<file path="config.mk">
export PLATFORM = sky130hd
export DESIGN_NAME = stk_ram_slave
export DESIGN_NICKNAME = d
export VERILOG_FILES = /design/src/rtl/stk_ram_pkg.sv /design/src/rtl/stk_ram_rd_pipe.sv /design/src/rtl/stk_ram_slave.sv
export SDC_FILE = /design/constraint.sdc
export NUM_CORES = 1
export LEC_CHECK = 0
export BUFFER_PORTS_ARGS = -buffer_cell sky130_fd_sc_hd__clkbuf_2
export CAP_MARGIN = 20
export CORE_ASPECT_RATIO = 0.8
export CORE_MARGIN = 2
export CORE_UTILIZATION = 50
export DETAILED_ROUTE_END_ITERATION = 12
export PLACE_DENSITY = 0.73
export RECOVER_POWER = 100
export SYNTH_ARGS = -nofsm -noshare
export SYNTH_HDL_FRONTEND = slang
export SYNTH_SLANG_ARGS = --single-unit
</file>
<file path="constraint.sdc">
create_clock -name clk -period 3.5 [get_ports clk]
set_clock_uncertainty 0.2 [all_clocks]
set_input_delay 0.35 -clock clk [delete_from_list [all_inputs] [get_ports clk]]
set_output_delay 0.35 -clock clk [all_outputs]
set_load 0.03 [all_outputs]
</file>
<file path="src/rtl/stk_ram_pkg.sv">
// Shared types and helpers for the StkRamIf memory responder.
//  stk_ram_st_e : responder FSM states (memory clear, normal service)
//  lane_merge   : overlays strobed lanes of a new word onto an old word
package stk_ram_pkg;

   typedef enum logic [0:0] {
      CLEAR = 1'b0,
      RUN   = 1'b1
   } stk_ram_st_e;

   // Upper bounds for the generic merge helper; callers zero-extend into these widths.
   localparam int unsigned LM_MAX_DW  = 256;
   localparam int unsigned LM_MAX_STB = 32;

   // Per-lane overlay: lane i of new_w replaces lane i of old_w when strb[i] is set.
   function automatic logic [LM_MAX_DW-1:0] lane_merge(
      input logic [LM_MAX_DW-1:0]  old_w,
      input logic [LM_MAX_DW-1:0]  new_w,
      input logic [LM_MAX_STB-1:0] strb,
      input int unsigned           stb_n,
      input int unsigned           lw
   );
      logic [LM_MAX_DW-1:0] mask;
      logic [LM_MAX_DW-1:0] lane_ones;
      mask      = '0;
      lane_ones = (LM_MAX_DW'(1) << lw) - LM_MAX_DW'(1);
      for (int unsigned i = 0; i < LM_MAX_STB; i++) begin
         if ((i < stb_n) && strb[i]) begin
            mask = mask | (lane_ones << (i * lw));
         end
      end
      return (old_w & ~mask) | (new_w & mask);
   endfunction

endpackage

</file>
<file path="src/rtl/stk_ram_rd_pipe.sv">
// Read-return pipeline: delays an accepted read by RD_LAT cycles.
//  clk, rst    : clock, synchronous active-high flush
//  in_vld_i    : read accepted this cycle
//  in_dat_i    : word snapshot taken at acceptance
//  out_vld_o   : one-cycle ack, RD_LAT cycles after acceptance
//  out_dat_o   : delivered word, holds last value while out_vld_o=0, 0 after reset
module stk_ram_rd_pipe #(
   parameter int unsigned DW     = 32,
   parameter int unsigned RD_LAT = 1
) (
   input  logic          clk,
   input  logic          rst,
   input  logic          in_vld_i,
   input  logic [DW-1:0] in_dat_i,
   output logic          out_vld_o,
   output logic [DW-1:0] out_dat_o
);

   // Clamped stage count keeps array bounds legal even for a rejected RD_LAT.
   localparam int unsigned NST = (RD_LAT < 1) ? 1 : ((RD_LAT > 3) ? 3 : RD_LAT);

   logic          vld_q [NST];
   logic [DW-1:0] dat_q [NST];

   // Data only moves with a valid token, so the last stage holds the last delivered word.
   always_ff @(posedge clk) begin : p_pipe
      if (rst) begin
         for (int unsigned k = 0; k < NST; k++) begin
            vld_q[k] <= 1'b0;
            dat_q[k] <= '0;
         end
      end else begin
         vld_q[0] <= in_vld_i;
         if (in_vld_i) begin
            dat_q[0] <= in_dat_i;
         end
         for (int unsigned k = 1; k < NST; k++) begin
            vld_q[k] <= vld_q[k-1];
            if (vld_q[k-1]) begin
               dat_q[k] <= dat_q[k-1];
            end
         end
      end
   end

   assign out_vld_o = vld_q[NST-1];
   assign out_dat_o = dat_q[NST-1];

endmodule

</file>
<file path="src/rtl/stk_ram_slave.sv">
// Stack storage responder on the StkRamIf Slave side: one read and one write
// port per cycle, zero-fill of the whole array after every reset.
//  clk, rst : clock, synchronous active-high reset
//  rd_vld   : read request           rd_adr : read address
//  rd_dat   : read data (with ack)   rd_ack : one pulse per accepted read
//  rd_rdy   : read port ready
//  wr_vld   : per-lane write strobe  wr_adr : write address
//  wr_dat   : write data             wr_rdy : write port ready
module stk_ram_slave
   import stk_ram_pkg::*;
#(
   parameter int unsigned AW     = 5,
   parameter int unsigned DW     = 32,
   parameter int unsigned STB_N  = 1,
   parameter int unsigned RD_LAT = 1
) (
   input  logic             clk,
   input  logic             rst,
   input  logic             rd_vld,
   input  logic [AW-1:0]    rd_adr,
   output logic [DW-1:0]    rd_dat,
   output logic             rd_ack,
   output logic             rd_rdy,
   input  logic [STB_N-1:0] wr_vld,
   input  logic [AW-1:0]    wr_adr,
   input  logic [DW-1:0]    wr_dat,
   output logic             wr_rdy
);

   localparam int unsigned DEPTH = 2 ** AW;
   localparam int unsigned LW    = DW / STB_N;

   // Parameter legality checks at elaboration.
   if ((DW % STB_N) != 0) begin : g_bad_lanes
      $error("stk_ram_slave: DW (%0d) must be a multiple of STB_N (%0d)", DW, STB_N);
   end
   if ((RD_LAT < 1) || (RD_LAT > 3)) begin : g_bad_lat
      $error("stk_ram_slave: RD_LAT (%0d) must be 1..3", RD_LAT);
   end
   if ((DW > LM_MAX_DW) || (STB_N > LM_MAX_STB)) begin : g_bad_size
      $error("stk_ram_slave: DW/STB_N exceed lane_merge limits");
   end

   stk_ram_st_e   state_q;
   logic [AW-1:0] clr_cnt_q;
   logic          rdy_q;

   logic [DW-1:0]    mem [DEPTH];
   logic             clr_we_c;
   logic [STB_N-1:0] wr_en_c;
   logic             rd_acc_c;
   logic [DW-1:0]    rd_word_d;

   // FSM: walk the clear counter over every word, then serve requests until reset.
   always_ff @(posedge clk) begin : p_fsm
      if (rst) begin
         state_q   <= CLEAR;
         clr_cnt_q <= '0;
         rdy_q     <= 1'b0;
      end else begin
         case (state_q)
            CLEAR: begin
               clr_cnt_q <= clr_cnt_q + AW'(1);
               if (clr_cnt_q == AW'(DEPTH - 1)) begin
                  state_q <= RUN;
                  rdy_q   <= 1'b1;
               end
            end
            RUN: begin
               state_q <= RUN;
               rdy_q   <= 1'b1;
            end
            default: begin
               state_q   <= CLEAR;
               clr_cnt_q <= '0;
               rdy_q     <= 1'b0;
            end
         endcase
      end
   end

   assign rd_rdy = rdy_q;
   assign wr_rdy = rdy_q;

   assign clr_we_c = (state_q == CLEAR) && !rst;
   assign wr_en_c  = wr_vld & {STB_N{rdy_q && !rst}};
   assign rd_acc_c = rd_vld && rdy_q;

   // Storage: clear writes own the array while clearing, strobed lane writes afterwards.
   always_ff @(posedge clk) begin : p_mem
      if (clr_we_c) begin
         mem[clr_cnt_q] <= '0;
      end else begin
         for (int unsigned i = 0; i < STB_N; i++) begin
            if (wr_en_c[i]) begin
               mem[wr_adr][i*LW +: LW] <= wr_dat[i*LW +: LW];
            end
         end
      end
   end

   // Read snapshot with write-first bypass so a same-address write is visible per lane.
   always_comb begin : p_rd_word
      rd_word_d = mem[rd_adr];
      if (rd_adr == wr_adr) begin
         rd_word_d = DW'(lane_merge(LM_MAX_DW'(mem[rd_adr]), LM_MAX_DW'(wr_dat),
                                    LM_MAX_STB'(wr_en_c), STB_N, LW));
      end
   end

   stk_ram_rd_pipe #(
      .DW     (DW),
      .RD_LAT (RD_LAT)
   ) u_rd_pipe (
      .clk       (clk),
      .rst       (rst),
      .in_vld_i  (rd_acc_c),
      .in_dat_i  (rd_word_d),
      .out_vld_o (rd_ack),
      .out_dat_o (rd_dat)
   );

endmodule
</file>
==> metrics.yaml, run 1 <==
status: "completed"
synth_cells: 2108
die_area_sq_um: 84900
cts_hold_buf: 22
hold_path.class: "primary input to flop"
port_buffers: 80
synth_area_per_cell_sq_um: 19.59
drc: 0
met2_length_mm: 45.16
hold_start: "wr_dat[7]"
netlist_area_sq_um: 41290
die_y_um: 261.0
path_max_fanout: 32
grt_pass1_wl_mm: 153.1
grt_max_degree: 97
yosysWarnings: 0
start_util_pct: 50.36
cts_buffers: 97
grt_pass1_vias: 21560
post_dp_cell_area_sq_um: 44370
synth_fp_nets: 2156
final_nets: 2394
worst_ep_arrival_time_ns: 3.39
maxCapViolCount: 0
cp.required_ns: 3.59
r2r_cells: 6
synth-seq-area-share_pct: 77.19
viasPerCell: 6.259
num_io_pins: 81
timing.setup.tns_ns: 0
cp-end-kind: "flop"
top_layer_used: "met5"
final_cells: 3540
grt_usage_pct: 25.30
worstSetupPathType: "primary input to flop"
cts-root-buf: "clkbuf_16"
wirelength_mm: 107.6
antenna_found_initial: 11
final_max_slew_viol_count: 0
drtAntennaViolNets: 0
yosys.area.top_type: "edfxtp_1"
hold_viol_final: 0
worstSetupStartpoint: "rst"
drtPass1Iterations: 5
post-route-cell-area_sq_um: 47410
whs_endpoint: "u_rd_pipe.dat_q[0][7]$_SDFFCE_PN0P_"
path_clk_slew_ns: 0.06
r2r_end: "mem[15][17]$_DFFE_PP_"
wl_per_cell_um: 30.39
min_path_cells: 3
routabilityCongestion: 0.9122
hpwl_mm: 66.93
cts_tree: "done"
max-vdd-ir-drop_mv: 0.5819
p_per_area_nw_per_um2: 550.1
p_leak_nw: 14.29
core_area_sq_um: 81980
grt-ovfl-total: 0
cts.repair.resized: 0
final.fill_count: 5950
htreeDepth: 3
vias: 22160
layout_worst_path_cycle_share_pct: 94.48
rows: 94
synth_top_area_share_pct: 76.80
drt-initial-drc-count: 3464
crit-reg2reg-launch: "state_q$_SDFF_PP0_"
timing.fmax_ghz: 0.3024
setup_viol: 0
cts_setup_buffers: 0
multi_input_area_sq_um: 8930
ys_seq_elements: 1064
worst_pin_slew_ns: 1.402
area.growth.synth_to_final_pct: 14.84
synth_flop_cell: "edfxtp_1"
async_flop_share_pct: 0
synth_cell_types: 45
register_area_sq_um: 31870
synth_area_leaders: "edfxtp_1 77%, mux4_2 6.9%, mux2i_1 6.3%"
period_minus_slack_ns: 3.307
dp_cells: 3329
met1_length_mm: 42.51
reg2reg_slack_ns: 0.19
clk_latency_ns: 0.68
startpoint_type: "primary input"
drive_above_1_share_pct: 20.83
cts.sinks: 1064
rsz0062_at_grt: "false"
fp.dieW_um: 325.3
clockBufferDepth: 3
slew_headroom_pct: 6.518
wl_met3_mm: 18.17
synth_edf_count: 1056
## flip-flops by register name (all words and copies together) (netlist names)
signal	count
clr_cnt_q	5
rd_rdy	1
mem	1024
state_q	1
u_rd_pipe.vld_q	1
u_rd_pipe.dat_q	32
## critical path: stages
cell and delay, ns:
dlygate4sd3_1 0.53, clkbuf_2 0.24, and4b_1 0.38, buf_4 0.32, o21ai_0 0.34, nand2_1 0.43, nor2_4 0.22, buf_4 0.54
## synthesized netlist by cell type (8+ instances only)
cell type     n
a21oi_1      34
a221o_1      31
a221oi_1     33
a22oi_1      31
and2_1       33
and3_1       35
buf_2        37
buf_4        14
clkbuf_1     66
dfxtp_1       8
edfxtp_1   1056
mux2i_1     261
mux4_2      127
nand2_1      15
nor2_1       75
nor3_1       32
o21ai_0      66
o22ai_1      64
o2bb2ai_1    32
## power by group
group / internal (mW) / switching [mW]
sequential: 13.9 / 0.0363
combinational: 0.417 / 0.735
clock: 6.38 / 4.61
total: 20.7 / 5.38
## placed cells by master, fill, tap and decap left out, types with 12 or more instances in the layout
master,instances
a21oi_1,34
a221o_1,31
a221oi_1,33
a22oi_1,31
and2_0,18
and2_1,15
and3_1,34
buf_12,18
buf_4,75
bufinv_16,16
clkbuf_1,58
clkbuf_16,99
clkbuf_2,102
clkinv_1,19
clkinv_2,16
diode_2,12
dlygate4sd3_1,22
edfxtp_1,1056
mux2i_1,261
mux4_2,127
nand2_1,15
nor2_1,54
nor2_4,20
nor3_1,32
o21ai_0,66
o22ai_1,64
o2bb2ai_1,32
## cell families after synthesis
group	count (synthesis)	share of synthesized area, %
buffers and inverters	134	1.603
muxes	391	13.34
and+or+nand+nor	213	2.646
adders and majority gates	2	0.06060
DFF	1064	77.19
AOI/OAI and AO/OA	296	4.991
xor gates and xnor gates	8	0.1697
## through the flow
stage / power [mW] / hold slack [ns] / utilization [%] / setup slack, ns
after global placement: 15.31 / 0.3466 / 54.11 / 0.3062
after global routing: 26.76 / 0.05555 / 57.83 / 0.1251
after CTS: 26.16 / 0.002877 / 58.39 / 0.4299
after detailed placement: 15.33 / 0.3857 / 54.13 / 0.3159
final: 26.08 / 0.06284 / 57.84 / 0.1933
after floorplan: 14.84 / 0.3098 / - / 0.002360
## final cells by class
cell class | instances | share of cell area (%)
tap | 1104 | 2.913
multi-input combinational | 910 | 18.83
clock inverter | 61 | 1.557
antenna | 12 | 0.06333
timing repair buffer | 268 | 4.014
clock buffer | 116 | 5.360
inverter | 5 | 0.03958
sequential | 1064 | 67.22
## worst max path at each step
stage                                                endpoint
after CTS                               mem[25][23]$_DFFE_PP_
after global routing                    mem[27][23]$_DFFE_PP_
after detailed placement                mem[25][27]$_DFFE_PP_
after global placement    u_rd_pipe.dat_q[0][2]$_SDFFCE_PN0P_
after floorplan                           mem[0][0]$_DFFE_PP_
final                                   mem[15][17]$_DFFE_PP_
## metal layers
metal,track usage [%],vias up
met5,2.065,-
met4,5.054,10
met3,12.13,142
met2,34.81,1497
met1,36.63,11330
li1,-,9181
Note: power is estimated with default switching activity, not from simulation.
==> run 2, diff against run 1 <==
==> constraint.sdc (replaced) <==
create_clock -name clk -period 3.5 [get_ports clk]
set_clock_uncertainty 0.2 [all_clocks]
set_input_delay 0.175 -clock clk [delete_from_list [all_inputs] [get_ports clk]]
set_output_delay 0.175 -clock clk [all_outputs]
set_load 0.03 [all_outputs]
==> run 2 against run 1 <==
Effect of this change:
- first-iteration DRC count down 17%
- die area unchanged
- largest power group unchanged
- cell count decreased by 0.65%
- the flow now finishes with violations (max-capacitance violations, max-slew violations)
- clock power is 11% lower
- global-route usage is 1.0 points lower
- via count shrank 0.57%
- combinational power fell by 7%
- total power fell by 5.0%
==> metrics.yaml, run 2 (synthesis results as in run 1) <==
cp-end-kind: "flop"
cts-root-buf: "clkbuf_16"
grt_usage_pct: 24.27  # -1.0 points
setup_viol: 0  # unchanged
cpMostUsedCell: "clkbuf_1"
wl_per_cell_um: 29.35  # -3.4%
grt_pass1_wl_mm: 149.0  # -2.7%
drc: 0  # unchanged
p_per_area_nw_per_um2: 528.8  # -3.9%
top_register: "mem"
largest_register_ffs: 1024  # unchanged
max-vdd-ir-drop_mv: 0.4020  # -31%
violations: "max-capacitance violations, max-slew violations"
cts_buffers: 96  # -1.0%
area.growth.synth_to_final_pct: 13.53
hpwl_mm: 61.75  # -7.7%
cts_tree: "done"
largestRegisters: "mem x1024, u_rd_pipe.dat_q x32, clr_cnt_q x5"
clockBufferDepth: 3  # unchanged
cts.sinks: 1064  # unchanged
whs_ns: 0.1315  # +0.06869 ns
hold_path.class: "primary input to flop"
worst_ep_arrival_time_ns: 3.41  # +0.02 ns
hold_viol_final: 0  # unchanged
num_io_pins: 81  # unchanged
startpoint_type: "flop"
max_stage_delay_ns: 0.72  # +0.18 ns
layout_worst_path_cycle_share_pct: 94.93  # +0.45 points
worstSetupPathType: "flop to flop"
path_buf_inv: 3  # -1
path_clk_slew_ns: 0.06  # about the same
htreeDepth: 3  # unchanged
slowest_stage: "clkbuf_1"
vias: 22030  # -0.57%
grt_max_degree: 87  # -10%
port_buffers: 80  # unchanged
cp.required_ns: 3.58  # about the same
period_minus_slack_ns: 3.323  # +0.01577 ns
slew_headroom_pct: -7.071  # -14 points
layout_commonest_cell: "edfxtp_1"
status: "finished with violations"
grt_pass1_vias: 21850  # +1.3%
rsz0062_at_grt: "false"
grt-ovfl-total: 0  # unchanged
final_nets: 2381  # -0.54%
worst_pin_slew_ns: 1.606  # +0.2038 ns
p_leak_nw: 13.92  # -2.6%
antenna_found_initial: 4  # -7
die_area_sq_um: 84900  # unchanged
drtAntennaViolNets: 0  # unchanged
layout_common_cells: "1056 x edfxtp_1, 261 x mux2i_1, 127 x mux4_2, 104 x clkbuf_1, 97 x clkbuf_16"
core_area_sq_um: 81980  # unchanged
wirelength_mm: 103.2  # -4.0%
drtPass1Iterations: 7  # +2
timing.setup.tns_ns: 0  # unchanged
path_max_fanout: 11  # -66%
start_util_pct: 50.36  # unchanged
cp_cell_sequence: "buf_4, nand4_1, a21oi_1, nand2_1, clkbuf_1, nor2_1, clkbuf_1"
cts.repair.resized: 0  # unchanged
final_max_slew_viol_count: 230  # +230
die_y_um: 261.0  # unchanged
maxCapViolCount: 7  # +7
totalPowerFinal_mw: 24.78  # -5.0%
routabilityCongestion: 0.8680  # -4.8%
clk_latency_ns: 0.68  # about the same
drive_above_1_share_pct: 17.83  # -3.0 points
viasPerCell: 6.264  # about the same
rows: 94  # unchanged
fp.dieW_um: 325.3  # unchanged
drt-initial-drc-count: 2881  # -17%
critical_path.top_delay_family: "buffers and inverters"
timing.fmax_ghz: 0.3010  # -0.47%
## run 2: cell count changes in the layout (fill, tap and decap cells not counted), sizes merged
| cell | previous run | this run |
|---|---|---|
| clkbuf | 265 | 284 |
| bufinv | 16 | 2 |
| inv | 11 | 9 |
| clkinv | 36 | 45 |
| clkinvlp | 3 | 2 |
| dlygate4sd3 | 22 | 32 |
| diode | 12 | 2 |
| buf | 97 | 63 |
## run 2: metrics by stage
step / utilization [%] / setup WS (ns) / area, sq um / instances
final: 57.18 / 0.1775 / 46870 / 3517
after global routing: 57.17 / 0.1002 / 46870 / 3515
after CTS: 57.81 / 0.2786 / 47390 / 3515
after detailed placement: 53.92 / 0.3034 / 44200 / 3307
after global placement: 53.92 / 0.4052 / 44200 / 3307
after floorplan: - / 0.002360 / 41290 / 2108
## run 2: final cells by class
| type | instances | area (sq um) |
|---|---|---|
| fillers | 5968 | 35100 |
| clock inverters | 53 | 351.6 |
| repair buffers | 256 | 1792 |
| well taps | 1104 | 1381 |
| inverters | 5 | 18.77 |
| clock buffers | 123 | 2525 |
| diodes | 2 | 5.005 |
| multi-input cells | 910 | 8930 |
| flip-flops and latches | 1064 | 31870 |
## run 2: where the power goes
group          leakage (nW)  switching, mW  total (mW)  internal [mW]
Sequential             8.25         0.0315        13.9           13.9
Combinational          4.27          0.667        1.07          0.405
Clock                  1.40           4.51        9.77           5.26
Total                  13.9           5.21        24.8           19.6
## run 2: worst register-to-register path, cell delays in order, from the launching register on
cell and delay (ns):
dfxtp_1 0.35, buf_4 0.19, nand4_1 0.10, a21oi_1 0.53, nand2_1 0.22, clkbuf_1 0.39, nor2_1 0.24, clkbuf_1 0.72
## run 2: worst paths after layout
check,from,to,slack (ns),cells past startpoint
setup / recovery,state_q$_SDFF_PP0_,mem[3][5]$_DFFE_PP_,0.18,7
hold / removal,rd_adr[4],u_rd_pipe.dat_q[0][10]$_SDFFCE_PN0P_,0.13,4
setup reg to reg,state_q$_SDFF_PP0_,mem[3][5]$_DFFE_PP_,0.18,7
hold reg to reg,clr_cnt_q[1]$_SDFFE_PP0N_,clr_cnt_q[1]$_SDFFE_PP0N_,0.42,2
## run 2: timing repair
item	in CTS	in global routing
hold buffers	32	0
endpoints found under the setup margin	0	0
setup buffers	0	0
endpoints found under the hold margin	721	0
## run 2: routing by layer
layer | global-route usage (%) | part of all wire (%) | routed length, um
met5 | 0 | 0 | 0
met4 | 6.147 | 2.4 | 2526
met3 | 5.507 | 11 | 11830
met2 | 36.45 | 44 | 45900
met1 | 36.33 | 42 | 42980
